[src/rtl/decode_in_issue_queue.sv]
`default_nettype none
// ============================================================================
//  Module      : decode_in_issue_queue
//  Description : Buffers instruction/NPC pairs and replays them on the decode
//                input bus as enable_decode pulses with programmable hold/gap.
//                Optional macro DECODE_IN_ISSUE_AUTO_NPC_EN: NPC comes from an
//                internal incrementing register instead of the FIFO entry.
//  Revision    : 1.0 - initial release
// ============================================================================
module decode_in_issue_queue #(
    parameter int                 INSTR_W  = 16,
    parameter int                 ADDR_W   = 16,
    parameter int                 DEPTH    = 8,
    parameter int                 CNT_W    = 4,
    parameter logic [INSTR_W-1:0] DOUT_RST = 16'h5020,
    parameter logic [ADDR_W-1:0]  NPC_RST  = 16'h3001
) (
    input  logic                     clock_i,
    input  logic                     reset_i,
    input  logic                     in_valid_i,
    output logic                     in_ready_o,
    input  logic [INSTR_W-1:0]       in_instr_i,
    input  logic [ADDR_W-1:0]        in_npc_i,
    input  logic [CNT_W-1:0]         hold_i,
    input  logic [CNT_W-1:0]         gap_i,
    input  logic                     stall_i,
    output logic                     enable_decode_o,
    output logic [INSTR_W-1:0]       dout_o,
    output logic [ADDR_W-1:0]        npc_in_o,
    output logic                     busy_o,
    output logic [$clog2(DEPTH):0]   level_o,
    output logic [31:0]              issued_count_o
);

    localparam int c_AW = $clog2(DEPTH);
    localparam int c_PW = c_AW + 1;

    localparam logic [1:0] c_S_IDLE  = 2'd0;
    localparam logic [1:0] c_S_DRIVE = 2'd1;
    localparam logic [1:0] c_S_GAP   = 2'd2;

    localparam logic [CNT_W-1:0] c_CNT_ONE = {{(CNT_W-1){1'b0}}, 1'b1};

    logic [c_PW-1:0]    r_wr_ptr;
    logic [c_PW-1:0]    r_rd_ptr;
    logic [INSTR_W-1:0] r_mem_instr [DEPTH];
    logic               w_full;
    logic               w_empty;
    logic               w_push;

    logic [1:0]         r_state;
    logic [1:0]         w_state_next;
    logic [CNT_W-1:0]   r_cnt;
    logic [CNT_W-1:0]   w_hold_eff;
    logic               w_issue;
    logic               w_drop;
    logic               w_load_gap;

    logic               r_en;
    logic [INSTR_W-1:0] r_dout;
    logic [ADDR_W-1:0]  r_npc;
    logic [31:0]        r_issued;

    // Full when the pointers alias the same slot but differ by one lap.
    assign w_full  = (r_wr_ptr[c_AW] != r_rd_ptr[c_AW]) &&
                     (r_wr_ptr[c_AW-1:0] == r_rd_ptr[c_AW-1:0]);
    assign w_empty = (r_wr_ptr == r_rd_ptr);
    assign w_push  = in_valid_i && !w_full;

    assign w_hold_eff = (hold_i == '0) ? c_CNT_ONE : hold_i;

    always_ff @(posedge clock_i) begin
        if (w_push) begin
            r_mem_instr[r_wr_ptr[c_AW-1:0]] <= in_instr_i;
        end
    end

`ifdef DECODE_IN_ISSUE_AUTO_NPC_EN
    logic [ADDR_W-1:0] r_auto_npc;
    logic              w_unused_npc;

    assign w_unused_npc = ^in_npc_i;

    always_ff @(posedge clock_i or posedge reset_i) begin
        if (reset_i) begin
            r_auto_npc <= NPC_RST;
        end else if (w_issue) begin
            r_auto_npc <= r_auto_npc + 1'b1;
        end
    end

    logic [ADDR_W-1:0] w_head_npc;
    assign w_head_npc = r_auto_npc;
`else
    logic [ADDR_W-1:0] r_mem_npc [DEPTH];

    always_ff @(posedge clock_i) begin
        if (w_push) begin
            r_mem_npc[r_wr_ptr[c_AW-1:0]] <= in_npc_i;
        end
    end

    logic [ADDR_W-1:0] w_head_npc;
    assign w_head_npc = r_mem_npc[r_rd_ptr[c_AW-1:0]];
`endif

    always_ff @(posedge clock_i or posedge reset_i) begin
        if (reset_i) begin
            r_state <= c_S_IDLE;
        end else begin
            r_state <= w_state_next;
        end
    end

    always_comb begin
        w_state_next = r_state;
        case (r_state)
            c_S_IDLE: begin
                if (!w_empty && !stall_i) begin
                    w_state_next = c_S_DRIVE;
                end
            end
            c_S_DRIVE: begin
                if (r_cnt == c_CNT_ONE) begin
                    if (gap_i == '0) begin
                        if (w_empty || stall_i) begin
                            w_state_next = c_S_IDLE;
                        end
                    end else begin
                        w_state_next = c_S_GAP;
                    end
                end
            end
            c_S_GAP: begin
                if (r_cnt == c_CNT_ONE) begin
                    w_state_next = c_S_IDLE;
                end
            end
            default: w_state_next = c_S_IDLE;
        endcase
    end

    // Back-to-back reload only when no gap is requested, so the enable never dips.
    always_comb begin
        w_issue    = 1'b0;
        w_drop     = 1'b0;
        w_load_gap = 1'b0;
        case (r_state)
            c_S_IDLE: begin
                w_issue = !w_empty && !stall_i;
            end
            c_S_DRIVE: begin
                if (r_cnt == c_CNT_ONE) begin
                    if ((gap_i == '0) && !w_empty && !stall_i) begin
                        w_issue = 1'b1;
                    end else begin
                        w_drop     = 1'b1;
                        w_load_gap = (gap_i != '0);
                    end
                end
            end
            default: ;
        endcase
    end

    always_ff @(posedge clock_i or posedge reset_i) begin
        if (reset_i) begin
            r_wr_ptr <= '0;
            r_rd_ptr <= '0;
            r_cnt    <= '0;
            r_en     <= 1'b0;
            r_dout   <= DOUT_RST;
            r_npc    <= NPC_RST;
            r_issued <= '0;
        end else begin
            if (w_push) begin
                r_wr_ptr <= r_wr_ptr + 1'b1;
            end
            if (w_issue) begin
                r_rd_ptr <= r_rd_ptr + 1'b1;
                r_dout   <= r_mem_instr[r_rd_ptr[c_AW-1:0]];
                r_npc    <= w_head_npc;
                r_en     <= 1'b1;
                r_cnt    <= w_hold_eff;
                r_issued <= r_issued + 32'd1;
            end else if (w_load_gap) begin
                r_en  <= 1'b0;
                r_cnt <= gap_i;
            end else begin
                if (w_drop) begin
                    r_en <= 1'b0;
                end
                if (r_cnt != '0) begin
                    r_cnt <= r_cnt - 1'b1;
                end
            end
        end
    end

    assign in_ready_o      = !w_full;
    assign level_o         = r_wr_ptr - r_rd_ptr;
    assign enable_decode_o = r_en;
    assign dout_o          = r_dout;
    assign npc_in_o        = r_npc;
    assign busy_o          = (r_state != c_S_IDLE);
    assign issued_count_o  = r_issued;

endmodule
`default_nettype wire
[config.mk]
export PLATFORM = sky130hd
export DESIGN_NAME = decode_in_issue_queue
export DESIGN_NICKNAME = d
export VERILOG_FILES = /design/src/rtl/decode_in_issue_queue.sv
export SDC_FILE = /design/constraint.sdc
export NUM_CORES = 1
export LEC_CHECK = 0
export ABC_AREA = 1
export CAP_MARGIN = 20
export CORE_ASPECT_RATIO = 1.25
export CORE_MARGIN = 8
export CORE_UTILIZATION = 45
export CTS_CLUSTER_SIZE = 10
export DETAILED_ROUTE_END_ITERATION = 16
export MAX_ROUTING_LAYER = met4
export PLACE_DENSITY = 0.67
export SLEW_MARGIN = 30
export SYNTH_ARGS = -nofsm -noshare
export SYNTH_HDL_FRONTEND = slang
export SYNTH_SLANG_ARGS = --single-unit
[constraint.sdc]
create_clock -name clock_i -period 6.34 [get_ports clock_i]
set_input_delay 1.902 -clock clock_i [delete_from_list [all_inputs] [get_ports clock_i]]
set_output_delay 1.902 -clock clock_i [all_outputs]
set_load 0.01 [all_outputs]
==> summary.md, run 1 <==
| Metric | Value |
|---|---|
| Status | finished, final reports clean |
| VDD IR-drop max | 271.0 uV |
| CTS sink count | between 300 and 400 |
| First-pass GRT wire length | 51720 microns |
| Final total power | 7.564 mW |
| Clock Tree Buf Depth | 3 |
| TNS Setup | 0 ns |
| Most frequent cell after synthesis | nand2_1 |
| Die H | 214.3 microns |
| Area contributors post-synth | edfxtp_1 (54%), dfrtp_1 (13%), nand2_1 (7.9%) |
| Router iterations before antenna repair | 5 |
| Layout Skew | 0.01706 ns |
| H-tree Lvls | 2 |
| Cell Area, Placed | 15830 sq um |
| Worst Setup End Kind | output port |
| Starting DRT DRC Count | 788 |
| Total gr overflow | 0 |
| Share of cells above drive strength 1 | 0.06620 |
| DR WL met2 | roughly 16000 microns |
| Die width | 174.6 microns |
| Max Cap Viol | 0 |
| Post-Syn Nets | ~1300 |
| Seq/Total Area, Yosys | 0.6835 |
| Critical-path maximum fanout | 35 |
| Final period util | 0.7778 |
| Min Hold Slack | 0.4682 ns |
| Cell Pwr Density | 445.5 nW/um^2 |
| Critical path startpoint | r_rd_ptr[2] |
| CTS clk-pin slew, worst paths | 0.05 ns |
| Sw Ratio | 0.3475 |
| Drt total wl | 32430 microns |
| CTS resizes | 0 |
| WS Path Type | flop to output port |
| Cts hold-fix bufs | 0 |
| IO Pins | 115 |
| Max Freq | 202.8 MHz |
| Area grow syn2layout | 19.99% |
| Post-layout util | 0.5479 |
| Final Net Count | 1459 |
| CP Data Arrival Time | 3.03 ns |
| Area share of the largest cell type after synthesis | 0.5432 |
| Final hold vios | 0 |
| Startpoint Class | flop |
| Port buffer count | 114 |
| Post-Syn Instances | 1294 |
| Syn Area/Cell | between 10 and 15 sq um |
| GRT Util Overall | 0.1757 |
| Dpl hpwl | roughly 20000 microns |
| Gate power share | 0.322 |
| CORE AREA | 30990 sq um |
| Postcts setup bufs | 0 |
| DRC Markers | 0 |
| Sequential power share | 0.412 |
| Wire length on met1 | 13800 microns |
| Max-slew headroom | 0.3847 |
| Synthesis-stage register bit count | 335 |
| Inserted Clock Buffers | 39 |
| Synth cell count leaders | nand2_1 (298), edfxtp_1 (256), nor2_1 (218) |
| WL met3 | 1552 microns |
| Clk_lat worst skew | 0.53 ns |
| FFs w/ async S/R, synth | 0.2358 |
| Hold Path Class | flop to flop |
| Sw Pwr | 2.628 mW |
| Uppermost routed layer | met4 |
| Ys Warns | 0 |
| Number of global-route vias before repair | a little under 10000 |
| Initial antenna violation count | 1 |
| Design Area, Final | 16980 sq um |
| Clock group share of total power | 0.267 |
| Row count | 72 |
| Leak pwr | 6.250 nW |
| Largest net degree at the start of global routing | 86 |
| Max-slew violations | 0 |
| CTS tree | built |
| FILL cells | about 2600 |
| GPL Wtd Cong | 0.8927 |
| Multi-input logic area | 4008 sq um |
| Hold wc startpoint | dout_o[5] |
| EDFF count, synth | 256 |
| RSZ-0062 raised after global routing | false |
| Worst-Margin Slew | just over 0.9 ns |
| Leading area contributor after synthesis | edfxtp_1 |
| Setup violations, final | 0 |
| Reg-to-Reg Start | r_rd_ptr[2] |
| Register area | 9677 sq um |
| Initial Util | 0.4566 |
| CTS root buffer | clkbuf_16 |
| Synth Flop Type | edfxtp_1 |
| Via count | 9704 |
| Routed Antenna Nets | 0 |
| Area of the die | ~37000 sq um |
| Int Power | 4.936 mW |
| Minimum clock period | 4.931 ns |
| Average wire per standard cell | 17.59 microns |
| DR vias/cell | 5.265 |
| Critical path data required time | 4.44 ns |
| Synthesized area | approximately 14000 sq um |
| Synth cell types | 32 |
worst paths after layout:
kind	end	slack, ns	depth (start not counted)
hold reg to reg	dout_o[5]	0.47	2
hold / removal	dout_o[5]	0.47	2
min in group asynchronous	issued_count_o[9]	1.77	2
setup / recovery	level_o[3]	1.41	8
setup reg to reg	r_mem_npc[6][4]	2.99	12
max in group asynchronous	r_rd_ptr[0]	3.67	3
power groups by stage:
stage | clock, mW | sequential [mW] | combinational [mW]
final | 2.02 | 3.11 | 2.43
after global routing | 2.15 | 3.16 | 2.73
after CTS | 2.06 | 3.11 | 2.48
after detailed placement | 0 | 3.15 | 2.46
after global placement | 0 | 3.14 | 2.33
after floorplan | 0 | 3.10 | 1.52
registers in the layout, summed over array words and instances (netlist names):
register / flops
r_mem_npc: 128
r_rd_ptr: 4
dout_o: 16
r_mem_instr: 128
npc_in_o: 16
enable_decode_o: 1
r_cnt: 4
issued_count_o: 32
r_wr_ptr: 4
r_state: 2
final cells by class:
cell class                 instances  area share
antenna                            1   0.0001474
timing repair buffer             131     0.08415
sequential                       335      0.5699
multi-input combinational        843      0.2360
tap                              407     0.02999
clock inverter                     2    0.001474
clock buffer                      69     0.06595
inverter                          55     0.01238
critical path, cell delays in order, from the launching register on:
cell and delay (ns):
dfrtp_1 0.32, buf_4 0.29, clkinv_1 0.10, buf_4 0.29, ha_1 0.40, nand2_1 0.09, o21ai_0 0.21, xor2_1 0.21
clkdlybuf4s50_1 0.58
placed cells by master, fill, tap and decap left out, drive strengths merged, types with 9 or more instances in the layout:
master	count
nand2	301
edfxtp	256
nor2	222
o21ai	127
clkdlybuf4s50	114
dfrtp	73
nand3	72
clkbuf	69
inv	53
o211ai	42
nand4	18
buf	17
a21oi	15
xor2	13
ha	9
stage by stage:
| step | setup WS [ns] | instances |
|---|---|---|
| 3_5_place_dp | 1.936 | 1771 |
| 6_report | 1.409 | 1843 |
| 4_1_cts | 1.377 | 1842 |
| 5_1_grt | 1.152 | 1843 |
| 3_3_place_gp | 1.945 | 1763 |
| 2_1_floorplan | 2.334 | 1294 |
cells by family after synthesis:
family / Yosys count / share of synthesized area
adders and majority gates: 10 / 0.009372
buffers and inverters: 116 / 0.03776
xor gates and xnor gates: 20 / 0.01238
AOI/OAI and AO/OA: 185 / 0.07303
DFF: 335 / 0.6835
and+or+nand+nor: 628 / 0.1840
routing by layer:
metal | global-route usage | vias up
met5 | - | -
met4 | 0.06085 | 0
met3 | 0.02836 | 55
met2 | 0.3006 | 260
met1 | 0.2077 | 4719
li1 | - | 4670
(Power assumes the default switching activity.)
==> run 2, diff against run 1 <==
==> constraint.sdc (replaced) <==
create_clock -name clock_i -period 4.8 [get_ports clock_i]
set_input_delay 1.44 -clock clock_i [delete_from_list [all_inputs] [get_ports clock_i]]
set_output_delay 1.44 -clock clock_i [all_outputs]
set_load 0.01 [all_outputs]
==> run 2 against run 1 <==
Net effect:
- non-clock buffer count up 2
- highest routed layer unchanged
- sequential power grew 31%
- die area unchanged
- utilization decreased by 0.33 points
- worst hold slack worse by 0.0024 ns
- critical endpoint is now level_o[2]
- largest cell class unchanged
- via count increased by 0.39%
- wire length up 0.58%
- register-to-register slack worse by 1.3 ns
- critical path depth shrank 4
==> summary.md, run 2 (synthesized netlist as in run 1, its figures left out) <==
| Metric | Value |
|---|---|
| Sw Pwr | 3.445 mW (+31%) |
| Die width | 174.6 microns (unchanged) |
| Area grow syn2layout | 19.28% |
| Cell Pwr Density | 589.5 nW/um^2 (+32%) |
| Port buffer count | 114 (unchanged) |
| Critical path data required time | 3.36 ns (-1.08 ns) |
| Max-slew headroom | 0.4799 (+0.09516) |
| Row count | 72 (unchanged) |
| Clock group share of total power | 0.268 (about the same) |
| Initial Util | 0.4566 (unchanged) |
| Worst-Margin Slew | 0.7783 ns (-0.1446 ns) |
| Design Area, Final | 16880 sq um (-0.60%) |
| Share of cells above drive strength 1 | 0.06690 (+0.0006969) |
| Gate power share | 0.324 (+0.002) |
| Minimum clock period | 4.074 ns |
| Placed cells | 1773 (+0.11%) |
| Layout Skew | 0.01809 ns (+0.001028 ns) |
| TNS Setup | 0 ns (unchanged) |
| Initial antenna violation count | 3 (+2) |
| RSZ-0062 raised after global routing | false |
| VDD IR-drop max | 299.4 uV (+10%) |
| Cts hold-fix bufs | 0 (unchanged) |
| H-tree Lvls | 2 (unchanged) |
| GRT Util Overall | 0.1788 (+0.003141) |
| CTS tree | built |
| Largest net degree at the start of global routing | 101 (+17%) |
| Setup violations, final | 0 (unchanged) |
| Via count | 9742 (+0.39%) |
| Most frequent cells in the layout | nand2_1 (298), edfxtp_1 (256), nor2_1 (209) |
| Die H | 214.3 microns (unchanged) |
| CTS clk-pin slew, worst paths | 0.06 ns (about the same) |
| Total gr overflow | 0 (unchanged) |
| Post-Layout Cell Count | 1845 (+0.11%) |
| Area of the die | 37410 sq um (unchanged) |
| Status | finished, final reports clean |
| Worst Setup End Kind | output port |
| GPL Wtd Cong | 0.8740 (-2.1%) |
| Final hold vios | 0 (unchanged) |
| WS Path Type | flop to output port |
| Final Net Count | 1461 (+0.14%) |
| Average wire per standard cell | 17.68 microns (+0.47%) |
| IO Pins | 115 (unchanged) |
| Critical-path maximum fanout | 45 (+29%) |
| Sequential power share | 0.408 (-0.004) |
| Postcts setup bufs | 0 (unchanged) |
| First-pass GRT wire length | 52210 microns (+0.96%) |
| Clk_lat worst skew | 0.52 ns (about the same) |
| Int Power | 6.505 mW (+32%) |
| Router iterations before antenna repair | 5 (unchanged) |
| Max Freq | approximately 250 MHz |
| Sw Ratio | 0.3463 (-0.001215) |
| DRC Markers | 0 (unchanged) |
| CTS root buffer | clkbuf_16 |
| Leak pwr | 6.221 nW (-0.46%) |
| Final period util | 0.8488 |
| Min Hold Slack | 0.4658 ns (-0.002394 ns) |
| Clock Tree Buf Depth | 3 (unchanged) |
| Starting DRT DRC Count | 803 (+1.9%) |
| Hold Path Class | flop to flop |
| Inserted Clock Buffers | 39 (unchanged) |
| CTS resizes | 0 (unchanged) |
| Max-slew violations | 0 (unchanged) |
| CORE AREA | 30990 sq um (unchanged) |
| Drt total wl | 32620 microns (+0.58%) |
| Final total power | 9.950 mW (+32%) |
| Number of global-route vias before repair | 9622 (-1.2%) |
| CTS sink count | 335 (unchanged) |
| CP Data Arrival Time | 2.63 ns (-0.40 ns) |
| Startpoint Class | flop |
| Dpl hpwl | 19570 microns (-1.8%) |
| Cell Area, Placed | 15720 sq um (-0.70%) |
| DR vias/cell | 5.280 (+0.28%) |
| Max Cap Viol | 0 (unchanged) |
| Commonest non-fill, non-tap cell in the layout | nand2_1 |
| Routed Antenna Nets | 0 (unchanged) |
run 2: cell count changes in the layout (fill, tap and decap cells not counted), sizes merged:
cell	previous run	this run
buf	17	19
clkinv	4	2
diode	1	3
run 2: per-layer routing:
metal  global-route usage  vias up  routed length, microns
li1                     -     4674                       -
met1               0.2142     4764                   14010
met2               0.2985      252                   16140
met3              0.03822       52                    1795
met4              0.05633        0                     666
met5                    -        -                       0
run 2: final timing paths:
path,to,start,slack (ns),cells past startpoint
max reg2reg,r_mem_instr[1][15],r_rd_ptr[0],1.70,9
max in group asynchronous,dout_o[5],reset_i,2.64,3
min in group asynchronous,enable_decode_o,reset_i,1.37,2
min reg2reg,dout_o[14],dout_o[14],0.47,2
min,dout_o[14],dout_o[14],0.47,2
max,level_o[2],r_rd_ptr[0],0.73,4
run 2: critical path, cell delays in order (launching register included):
cell and delay, ns:
dfrtp_4 0.67, ha_1 0.30, fa_1 0.38, xnor2_1 0.16
clkdlybuf4s50_1 0.60
run 2: layout make-up:
class / count / area (sq um)
multi-input combinational: 843 / 4008
antenna: 3 / 7.507
fill: 2635 / 14110
clock buffer: 69 / 1141
sequential: 335 / 9677
tap: 407 / 509.2
inverter: 55 / 211.5
timing repair buffer: 133 / 1325
run 2: power groups by stage:
stage               sequential, mW  clock [mW]  combinational, mW
floorplan                     4.09           0               2.01
global placement              4.10           0               3.20
detailed placement            4.10           0               3.27
CTS                           4.06        2.73               3.28
global route                  4.11        2.85               3.63
finish                        4.06        2.67               3.23
run 2: metrics by stage:
step	setup slack, ns	utilization
6_report	0.7255	0.5447
5_1_grt	0.5478	0.5447
4_1_cts	0.6628	0.5442
3_5_place_dp	1.169	0.5073
3_3_place_gp	1.107	0.5073
2_1_floorplan	1.256	-
==> run 3, diff against run 2 <==
==> constraint.sdc (replaced) <==
create_clock -name clock_i -period 4.28 [get_ports clock_i]
set_input_delay 1.284 -clock clock_i [delete_from_list [all_inputs] [get_ports clock_i]]
set_output_delay 1.284 -clock clock_i [all_outputs]
set_load 0.01 [all_outputs]
==> run 3 against run 2 <==
Net effect:
- via count is 0.16% higher
- global-route usage hardly changed
- utilization is 0.097 points higher
- worst hold slack better by 0.0011 ns
- die area stayed put
- sequential power is 11% higher
- register-to-register slack worse by 0.13 ns
- combinational power is 15% higher
- largest power group unchanged
- highest routed layer unchanged
==> summary.md, run 3 (synthesized netlist as in run 1, its figures left out) <==
| Metric | Value |
|---|---|
| Critical path data required time | 3.00 ns (-0.36 ns) |
| Layout Skew | 0.01226 ns (-0.005833 ns) |
| FILL cells | 2601 (-1.3%) |
| Worst Setup End Kind | output port |
| Setup ws final | 0.5718 ns (-0.1538 ns) |
| CTS sink count | 335 (unchanged) |
| Most frequent cells in the layout | nand2_1 (298), edfxtp_1 (256), nor2_1 (209) |
| CTS clk-pin slew, worst paths | 0.06 ns (about the same) |
| Placed cells | 1778 (+0.28%) |
| Gate power share | 0.334 (+0.010) |
| Hold Path Class | flop to flop |
| DRC Markers | 0 (unchanged) |
| Initial antenna violation count | 1 (-2) |
| CP Data Arrival Time | 2.42 ns (-0.21 ns) |
| Pre-CTS WS | 0.9106 ns (-0.2581 ns) |
| Share of cells above drive strength 1 | 0.07014 (+0.003240) |
| Number of global-route vias before repair | 9785 (+1.7%) |
| Starting DRT DRC Count | 725 (-9.7%) |
| GPL Wtd Cong | 0.9248 (+5.8%) |
| RSZ-0062 raised after global routing | false |
| Startpoint Class | flop |
| Inserted Clock Buffers | 39 (unchanged) |
| CORE AREA | 30990 sq um (unchanged) |
| Initial Util | 0.4566 (unchanged) |
| Minimum clock period | 3.708 ns |
| DR vias/cell | 5.280 (about the same) |
| Final period util | 0.8664 |
| Clk_lat worst skew | 0.52 ns (about the same) |
| VDD IR-drop max | 355.9 uV (+19%) |
| Crit path buf inv count | 2 (+1) |
| WS Path Type | flop to output port |
| Dpl hpwl | 19470 microns (-0.50%) |
| Max-slew violations | 0 (unchanged) |
| Clock Tree Buf Depth | 3 (unchanged) |
| Commonest non-fill, non-tap cell in the layout | nand2_1 |
| Worst path cell trace | inv_1, ha_1, fa_1, xnor2_1, clkdlybuf4s50_1 |
| Average wire per standard cell | 17.52 microns (-0.88%) |
| Area grow syn2layout | 19.49% |
| Max Freq | 269.7 MHz |
| Via count | 9758 (+0.16%) |
| Die width | 174.6 microns (unchanged) |
| Worst-Margin Slew | 0.8534 ns (+0.07503 ns) |
| Int Power | 7.258 mW (+12%) |
| Top delay family on crit path | buffers and inverters |
| Multi-input logic area | 4008 sq um (unchanged) |
| Final Net Count | 1466 (+0.34%) |
| Port buffer count | 114 (unchanged) |
| CTS root buffer | clkbuf_16 |
| Cts hold-fix bufs | 0 (unchanged) |
| Leak pwr | 6.238 nW (+0.27%) |
| Sequential power share | 0.404 (-0.004) |
| Slowest CP cell | clkdlybuf4s50_1 |
| Status | finished, final reports clean |
| Largest net degree at the start of global routing | 87 (-14%) |
| Final hold vios | 0 (unchanged) |
| First-pass GRT wire length | 51940 microns (-0.53%) |
| Total gr overflow | 0 (unchanged) |
| Sw Ratio | 0.3472 (+0.0009189) |
| Sw Pwr | 3.860 mW (+12%) |
| Area of the die | 37410 sq um (unchanged) |
| Post-Layout Cell Count | 1848 (+0.16%) |
| Post-layout util | 0.5456 (+0.0009690) |
| Router iterations before antenna repair | 6 (+1) |
| Crit path largest cell delay | 0.59 ns (-0.08 ns) |
| Postcts setup bufs | 0 (unchanged) |
| Row count | 72 (unchanged) |
| GRT Util Overall | 0.1786 (-0.0001950) |
| Final total power | 11.12 mW (+12%) |
| Die H | 214.3 microns (unchanged) |
| TNS Setup | 0 ns (unchanged) |
| Routed Antenna Nets | 0 (unchanged) |
| Setup violations, final | 0 (unchanged) |
| Clock group share of total power | 0.262 (-0.006) |
| CTS tree | built |
| Drt total wl | 32380 microns (-0.72%) |
| Max Cap Viol | 0 (unchanged) |
| CTS resizes | 0 (unchanged) |
| Critical-path maximum fanout | 4 (-91%) |
| IO Pins | 115 (unchanged) |
| Max-slew headroom | 0.4311 (-0.04879) |
| Cell Pwr Density | 657.5 nW/um^2 (+12%) |
| Register area | 9677 sq um (unchanged) |
| H-tree Lvls | 2 (unchanged) |
[run 3: changes by cell type in the layout (fill, tap and decap cells not counted), sizes merged]
cell,change
buf,+5
clkbuf,-2
clkinv,+1
diode,-2
inv,+1
[run 3: metrics by stage]
step           hold slack, ns  area, sq um
3_3_place_gp           0.4542        15800
5_1_grt                0.4781        16910
2_1_floorplan          0.4718        14150
6_report               0.4669        16910
3_5_place_dp           0.4593        15800
4_1_cts                0.4693        16900
[run 3: worst register-to-register path: stages, from the launching register on]
cell and delay (ns):
dfrtp_1 0.41, inv_1 0.10, ha_1 0.30, inv_1 0.10
nor2_1 0.08, nand3_1 0.15, nand2_1 0.10, inv_1 0.13
nand2_1 0.27, nor2_4 0.51, buf_12 0.25
[run 3: worst paths after layout]
kind                              from            endpoint  slack, ns  cells after the start
min reg2reg                  dout_o[5]           dout_o[5]       0.47                      2
min                          dout_o[5]           dout_o[5]       0.47                      2
max in group asynchronous      reset_i           dout_o[5]       2.34                      3
min in group asynchronous      reset_i            r_cnt[2]       1.20                      2
max                        r_wr_ptr[0]          level_o[2]       0.57                      5
max reg2reg                r_wr_ptr[0]  r_mem_instr[6][12]       1.57                     10
[run 3: area by class of cell]
class | instances | area share
Tap cell | 407 | 0.03012
Antenna cell | 1 | 0.0001480
Timing Repair Buffer | 138 | 0.08258
Clock buffer | 67 | 0.06453
Inverter | 55 | 0.01251
Clock inverter | 2 | 0.0008140
Multi-Input combinational cell | 843 | 0.2370
Sequential cell | 335 | 0.5723
[run 3: power by group through the flow]
stage / Sequential [mW] / Combinational [mW] / Clock [mW]
floorplan: 4.59 / 2.25 / 0
global placement: 4.54 / 3.67 / 0
detailed placement: 4.55 / 3.76 / 0
CTS: 4.50 / 3.78 / 2.98
global route: 4.56 / 4.16 / 3.10
finish: 4.50 / 3.71 / 2.91
[run 3: routing by layer]
metal | part of all wire | vias up | global-route usage
li1 | - | 4689 | -
met1 | 0.43 | 4730 | 0.2183
met3 | 0.055 | 66 | 0.03312
met5 | 0 | - | -
met2 | 0.49 | 273 | 0.2968
met4 | 0.024 | 0 | 0.05718
